[src/rtl/path_tracer.sv]
// Search controller and path back-tracer: resets and seeds the node grid, waits for
// relaxation to go quiet, then streams the pointer chain from destination to source.
module path_tracer #(
  parameter int GRID_W    = 16,
  parameter int GRID_H    = 16,
  parameter int XW        = 4,
  parameter int YW        = 4,
  parameter int SETTLE    = 8,
  parameter int MAX_STEPS = 255
) (
  input  logic          clk,
  input  logic          rst,
  input  logic          start,
  input  logic [XW-1:0] src_x,
  input  logic [YW-1:0] src_y,
  input  logic [XW-1:0] dst_x,
  input  logic [YW-1:0] dst_y,
  input  logic          any_mod,
  output logic          grid_rst,
  output logic          grid_clr,
  output logic [XW-1:0] clr_x,
  output logic [YW-1:0] clr_y,
  output logic [XW-1:0] rd_x,
  output logic [YW-1:0] rd_y,
  input  logic [2:0]    rd_dir,
  input  logic [11:0]   rd_cost,
  output logic          step_valid,
  input  logic          step_ready,
  output logic [XW-1:0] step_x,
  output logic [YW-1:0] step_y,
  output logic          step_last,
  output logic          busy,
  output logic          done,
  output logic          fail
);

  localparam int CW = $clog2(SETTLE + 1);
  localparam int SW = $clog2(MAX_STEPS + 1);

  typedef enum logic [2:0] {
    S_IDLE, S_GRST, S_SEED, S_SETTLE, S_CHECK, S_TRACE, S_FIN
  } state_t;

  state_t        state, state_nxt;
  logic [XW-1:0] dst_x_q;
  logic [YW-1:0] dst_y_q;
  logic [CW-1:0] quiet_q;
  logic [SW-1:0] steps_q;

  logic          go_n, go_s, go_e, go_w;
  logic          off_grid, limit_hit, abort, unreachable, handshake, quiet_done;
  logic [XW-1:0] nxt_x;
  logic [YW-1:0] nxt_y;

  logic          grid_rst_d, grid_clr_d, step_valid_d, step_last_d;
  logic          busy_d, done_d, fail_d;
  logic [XW-1:0] step_x_d;
  logic [YW-1:0] step_y_d;

  // The current step coordinate doubles as the trace cursor.
  always_comb begin
    go_n = rd_dir inside {3'd7, 3'd0, 3'd1};
    go_s = rd_dir inside {3'd3, 3'd4, 3'd5};
    go_e = rd_dir inside {3'd1, 3'd2, 3'd3};
    go_w = rd_dir inside {3'd5, 3'd6, 3'd7};
    nxt_x = step_x;
    if (go_e)      nxt_x = step_x + 1'b1;
    else if (go_w) nxt_x = step_x - 1'b1;
    nxt_y = step_y;
    if (go_s)      nxt_y = step_y + 1'b1;
    else if (go_n) nxt_y = step_y - 1'b1;
    off_grid = (go_w && step_x == '0) || (go_e && step_x >= XW'(GRID_W - 1)) ||
               (go_n && step_y == '0) || (go_s && step_y >= YW'(GRID_H - 1));
    limit_hit   = (steps_q + 1'b1) == SW'(MAX_STEPS);
    abort       = off_grid || limit_hit;
    unreachable = (rd_cost == 12'hFFF);
    handshake   = step_valid && step_ready;
    quiet_done  = (quiet_q + 1'b1) == CW'(SETTLE);
  end

  always_comb begin
    rd_x = '0;
    rd_y = '0;
    case (state)
      S_CHECK: begin rd_x = dst_x_q; rd_y = dst_y_q; end
      S_TRACE: begin rd_x = step_x;  rd_y = step_y;  end
      default: ;
    endcase
  end

  // Start is ignored while busy, including the abort cycle spent in IDLE.
  always_comb begin
    state_nxt = state;
    case (state)
      S_IDLE:   if (start && !busy) state_nxt = S_GRST;
      S_GRST:   state_nxt = S_SEED;
      S_SEED:   state_nxt = S_SETTLE;
      S_SETTLE: if (!any_mod && quiet_done) state_nxt = S_CHECK;
      S_CHECK:  state_nxt = unreachable ? S_IDLE : S_TRACE;
      S_TRACE:  if (handshake) begin
                  if (step_last)  state_nxt = S_FIN;
                  else if (abort) state_nxt = S_IDLE;
                end
      S_FIN:    state_nxt = S_IDLE;
      default:  state_nxt = S_IDLE;
    endcase
  end

  // Registered outputs are decoded from the state being entered.
  always_comb begin
    fail_d       = ((state == S_CHECK) && unreachable) ||
                   ((state == S_TRACE) && handshake && !step_last && abort);
    grid_rst_d   = (state_nxt == S_GRST);
    grid_clr_d   = (state_nxt == S_SEED);
    done_d       = (state_nxt == S_FIN);
    busy_d       = (state_nxt != S_IDLE) || fail_d;
    step_valid_d = (state_nxt == S_TRACE);
    step_x_d     = step_x;
    step_y_d     = step_y;
    if (state == S_CHECK) begin
      step_x_d = dst_x_q;
      step_y_d = dst_y_q;
    end else if (state == S_TRACE && state_nxt == S_TRACE && handshake) begin
      step_x_d = nxt_x;
      step_y_d = nxt_y;
    end
    step_last_d = step_valid_d && (step_x_d == clr_x) && (step_y_d == clr_y);
  end

  always_ff @(posedge clk) begin
    if (rst) begin
      state      <= S_IDLE;
      dst_x_q    <= '0;
      dst_y_q    <= '0;
      clr_x      <= '0;
      clr_y      <= '0;
      quiet_q    <= '0;
      steps_q    <= '0;
      grid_rst   <= 1'b0;
      grid_clr   <= 1'b0;
      step_valid <= 1'b0;
      step_x     <= '0;
      step_y     <= '0;
      step_last  <= 1'b0;
      busy       <= 1'b0;
      done       <= 1'b0;
      fail       <= 1'b0;
    end else begin
      state      <= state_nxt;
      grid_rst   <= grid_rst_d;
      grid_clr   <= grid_clr_d;
      step_valid <= step_valid_d;
      step_x     <= step_x_d;
      step_y     <= step_y_d;
      step_last  <= step_last_d;
      busy       <= busy_d;
      done       <= done_d;
      fail       <= fail_d;
      if (state == S_IDLE && state_nxt == S_GRST) begin
        clr_x   <= src_x;
        clr_y   <= src_y;
        dst_x_q <= dst_x;
        dst_y_q <= dst_y;
      end
      if (state == S_SEED)        quiet_q <= '0;
      else if (state == S_SETTLE) quiet_q <= any_mod ? '0 : quiet_q + 1'b1;
      if (state == S_CHECK)
        steps_q <= '0;
      else if (state == S_TRACE && handshake && !step_last)
        steps_q <= steps_q + 1'b1;
    end
  end

endmodule

[config.mk]
export PLATFORM = sky130hd
export DESIGN_NAME = path_tracer
export DESIGN_NICKNAME = d
export VERILOG_FILES = /design/src/rtl/path_tracer.sv
export SDC_FILE = /design/constraint.sdc
export NUM_CORES = 1
export LEC_CHECK = 0
export ABC_CLOCK_PERIOD_IN_PS = 3100
export BUFFER_PORTS_ARGS = -buffer_cell sky130_fd_sc_hd__buf_2
export CORE_UTILIZATION = 53
export CTS_CLUSTER_DIAMETER = 50
export DETAILED_ROUTE_END_ITERATION = 8
export PLACE_DENSITY = 0.9
export SLEW_MARGIN = 5
export SYNTH_ARGS = -nofsm -noshare
export SYNTH_HDL_FRONTEND = slang
export SYNTH_SLANG_ARGS = --single-unit
[constraint.sdc]
create_clock -name clk -period 3.1 [get_ports clk]
set_input_delay 0 -clock clk [delete_from_list [all_inputs] [get_ports clk]]
set_output_delay 0 -clock clk [all_outputs]
set_load 0.03 [all_outputs]
# ---- Word-level counts from Yosys, hierarchy flattened
# Index checks and enable logic that the tools add are counted.
dict set report classes {
  n_addsub 6
  multipliers 0
  n_div 0
  n_lt_le_gt_ge 2
  eq_ne 21
  shift 0
  mux 18
  bitwise 0
  n_reduce_logical 36
}
# op n
set op_table {}
lappend op_table {{4-bit 2-to-1 mux} 9}
lappend op_table {{3-bit == test, second input constant} 8}
lappend op_table {{3-bit 2-to-1 mux} 6}
lappend op_table {{3-bit case mux with 6 select lines} 1}
lappend op_table {{1-bit logical AND} 16}
lappend op_table {{4-bit case mux with 2 select lines} 2}
lappend op_table {{3-bit by 2-bit == test with 1-bit output, second input constant} 5}
lappend op_table {{3-bit nonzero test} 5}
lappend op_table {{4-bit by 1-bit adder with 4-bit output, second input constant} 3}
lappend op_table {{12-bit == test, second input constant} 1}
lappend op_table {{3-bit by 1-bit == test with 1-bit output, second input constant} 3}
lappend op_table {{8-bit by 1-bit adder with 8-bit output, second input constant} 1}
lappend op_table {{4-bit == test} 2}
lappend op_table {{8-bit == test, second input constant} 1}
lappend op_table {{4-bit greater-or-equal comparator, second input constant} 2}
lappend op_table {{4-bit zero test} 2}
lappend op_table {{4-bit by 1-bit subtractor with 4-bit output, second input constant} 2}
lappend op_table {{3-bit zero test} 2}
lappend op_table {{1-bit logical OR} 6}
lappend op_table {{4-bit == test, second input constant} 1}
lappend op_table {{2-bit OR reduction} 2}
lappend op_table {{1-bit zero test} 3}
dict set report word_totals {
  ff_bits 46
  latchBits 0
  ram_bits 0
  rom_bits 0
  in_bits 36
  output_inout_bits 31
  memories 0
}

# ---- Longest topological paths before layout
dict set report depth {
  word_depth 19
  ltp_mapped 10
  ltp_nobuf 10
}

# ---- Least setup slack after synthesis
# OpenSTA, ideal clock, no wires.
dict set report synth_path {
  path_type {flip-flop to flip-flop}
  startpoint {reg step_y[0]}
  endpoint {reg step_last}
  t_arrival_ns 2.544
  required_ns 2.997
  setup_slack_ns 0.453
  stages_incl_launch_ff 11
  synth_period_minus_slack_ns 2.647
  path_cell_list {dfxtp_1 inv_1 ha_1 nor3b_1 o21ai_0 and3_1 o2111ai_2 xnor2_1 xnor2_1 a211o_1 a2111oi_2}
}
dict set report synth_between {
  elab_chain_len 17
  word_cells_on_any_way 26
}
# item line_no
set synth_lines {}
lappend synth_lines {{start, declared} 30} ;# output logic [YW-1:0] step_y,
lappend synth_lines {{start signal, assigned} 154} ;# step_y <= step_y_d;
lappend synth_lines {{parallel branches: the longest is 16 deep, another holds 4-bit greater-or-equal comparator} --}
lappend synth_lines {{1-bit logical AND *} 127} ;# step_last_d = step_valid_d && (step_x_d == clr_x) && (step_y_d == clr_y);
lappend synth_lines {{end signal, assigned} 155} ;# step_last <= step_last_d;
lappend synth_lines {{end, declared} 31} ;# output logic step_last,
# Mark *: on every way between the ends.
# A chain may end at the register's enable or synchronous reset.

# ---- Worst setup path after layout
# Same ends and word-level chain as after synthesis.

==> flow_summary.yaml <==
final_layout:
  syn2layout_area_growth_pct: 24.0
  multiInputGateArea_um2: 1720
  antenna_cells: 0
  final_nets: 467
  seq_area_um2: 921
  layout-drive-gt1-share: 0.204
  layout_commonest_cell: "buf_2"
  layout_common_cells: "buf_2, nand2_1, dfxtp_1"
  fin_area_um2: 3370
  fillers: 400
synth:
  async_flop_share: 0
  synthesis.nets: 390
  ys_top_cells_by_area: "dfxtp_1, nand2_1, xnor2_1, nor2_1, xor2_1"
  synth_seq_area_share: 0.339
  synth_cells: 344
  post_synth_num_cell_types: 57
  synth_area_per_cell_um2: 7.91
  synth_edf_count: 0
  synth-seq-cells: 46
  ys_warn_count: 0
  synth.top_cell.area_share: 0.339
  syn_area_um2: 2720
  synth_area_leader_cell: "dfxtp_1"
  synth_top_flop_cell: "dfxtp_1"
timing:
  finalHoldViolCount: 0
  drv_slew: 0
  setup-tns-final_ps: 0
  post-route-min-period_ps: 2800
  clock_skew_ps: 4.72
  finalSetupViolCount: 0
  min_period_over_period: 0.903
  rsz0062_at_grt: "false"
  slew_headroom: 0.527
  fmax_ghz: 0.357
  worst_pin_slew_ps: 706
drt:
  num_vias: 2845
  wl_met2_um: 3510
  drtIter0Drc: 183
  routed_via_density: 5.82
  wl_per_cell_um: 14.8
  drt-met1-wl_um: 3080
  drt_pass1_iterations: 6
  finalWirelength_um: 7240
  met3_length_um: 453
  maxUsedRoutingLayer: "met4"
  postRouteAntennaNets: 0
  post-route-drc-count: 0
power_and_ir_drop:
  p_leak_nw: 1.42
  power.density_nw_per_um2: 391
  vdd_ir_drop_max_mv: 0.354
floorplan:
  rows: 25
  die_y_um: 73.6
  num_io_pins: 67
  die_w_um: 73.6
  initial_core_util: 0.565
  core_um2: 4820
  die-area_um2: 5420
clocking:
  clk_pin_slew_ps: 90
  clkSinkCount: 46
  cts_tree: "built"
  cts_buffers: 5
  clk_latency_ps: 290
  htreeDepth: 2
  cts_max_path_buffers: 2
  clockRootBuffer: "clkbuf_8"
  cts_setup_buffers: 0
global_route:
  grt_pass1_vias: 2588
  grt_antenna_before_repair: 0
  grt_max_degree: 40
  overflow: 0
  grt_usage: 0.277
  grt_pass1_wl_um: 11600
worst_setup_path:
  worst_ep_arrival_time_ps: 3000
  critPathKind: "reg2reg"
  cp.required_ps: 3300
  worstPathMaxFanout: 7
  start_kind: "flop"
  rr_worst_depth: 10
  critPathCaptureType: "flop"
run:
  cap_violations: 0
worst_hold_path:
  hold_depth: 5
  hp-class: "in2reg"
placed_design:
  gp_congestion: 0.896
  post-dp-hpwl_um: 5040
  place_area_um2: 3100
  io_buffers: 66
status:
  outcome: "finished clean"
-- worst max-delay path, cell delays in order, from the launching register on --
cell and delay [ps]:
dfxtp_1 490, inv_1 120, ha_1 210, nor3b_1 130, o21ai_0 90, and3_1 300
o2111ai_2 310, xnor2_2 250, xnor2_1 150, a211o_1 290, a2111oi_2 350
-- routing by layer --
layer | GRT usage | vias up
li1 | - | 1374
met1 | 0.365 | 1302
met2 | 0.460 | 147
met3 | 0.0357 | 22
met4 | 0.109 | 0
met5 | 0 | -
-- where the power goes --
group          leakage, nW  internal [mW]  switching [mW]  total (mW)
clock               0.0544          0.205           0.206       0.411
combinational        0.995          0.101           0.146       0.247
sequential           0.373          0.619          0.0404       0.660
total                 1.42          0.925           0.392        1.32
-- cell type report --
| type | count | share of cell area |
|---|---|---|
| well taps | 67 | 0.0249 |
| inverters | 9 | 0.0100 |
| flip-flops and latches | 46 | 0.273 |
| repair buffers | 85 | 0.152 |
| multi-input cells | 274 | 0.509 |
| clock buffers | 7 | 0.0286 |
| clock inverters | 1 | 0.00260 |
-- kinds of logic after synthesis --
| kind of cell | after synthesis | share of synthesized area |
|---|---|---|
| AOI/OAI and AO/OA | 85 | 0.209 |
| xor gates and xnor gates | 32 | 0.103 |
| adders and majority gates | 10 | 0.0460 |
| buffers and inverters | 24 | 0.0336 |
| DFF | 46 | 0.339 |
| muxes | 2 | 0.00736 |
| and+or+nand+nor | 145 | 0.262 |
-- sequential cells by signal (all words and copies together), names as in the netlist --
name        count
dst_x_q         4
done            1
state           3
step_valid      1
step_x          4
quiet_q         4
steps_q         8
step_y          4
fail            1
clr_y           4
grid_rst        1
busy            1
dst_y_q         4
clr_x           4
grid_clr        1
step_last       1
-- cells in the mapped netlist, types with 2 or more instances --
| cell | count |
|---|---|
| nand2_1 | 50 |
| dfxtp_1 | 46 |
| nor2_1 | 35 |
| a21oi_1 | 26 |
| o21ai_0 | 20 |
| xnor2_1 | 17 |
| xor2_1 | 15 |
| clkbuf_1 | 14 |
| ha_1 | 10 |
| nor3_1 | 10 |
| inv_1 | 9 |
| nand3_1 | 9 |
| nand4_1 | 7 |
| a211oi_1 | 6 |
| nand2b_1 | 4 |
| nor2b_1 | 4 |
| nor3b_1 | 4 |
| or3_1 | 4 |
| a22o_1 | 3 |
| a311oi_1 | 3 |
| and3_1 | 3 |
| a211o_1 | 2 |
| a22oi_1 | 2 |
| and3b_1 | 2 |
| and4b_1 | 2 |
| mux2i_1 | 2 |
| nand3b_1 | 2 |
| o2111ai_1 | 2 |
| o22a_1 | 2 |
| o22ai_1 | 2 |
-- timing repair --
| item | 4_1_cts | 5_1_grt |
|---|---|---|
| resized for setup | 0 | 1 |
| endpoints found under the hold margin | 16 | 0 |
| hold buffers | 16 | 0 |
| setup endpoints to repair | 0 | 1 |
-- final timing paths --
check	startpoint	end	slack (ps)
setup reg to reg	step_y[0]	step_last	300
hold reg to reg	dst_x_q[1]	dst_x_q[1]	510
hold / removal	step_ready	done	150
setup / recovery	step_y[0]	step_last	300
-- stage by stage --
step | total power, mW | std cells | hold WS (ps) | worst slack [ps] | util
2_1_floorplan | 0.823 | 344 | 136 | 453 | -
3_3_place_gp | 0.888 | 465 | 242 | 480 | 0.643
3_5_place_dp | 0.895 | 465 | 248 | 319 | 0.643
4_1_cts | 1.31 | 489 | 158 | 240 | 0.698
5_1_grt | 1.37 | 489 | 193 | 51.0 | 0.700
6_report | 1.32 | 489 | 154 | 301 | 0.700
(Power assumes the default switching activity.)
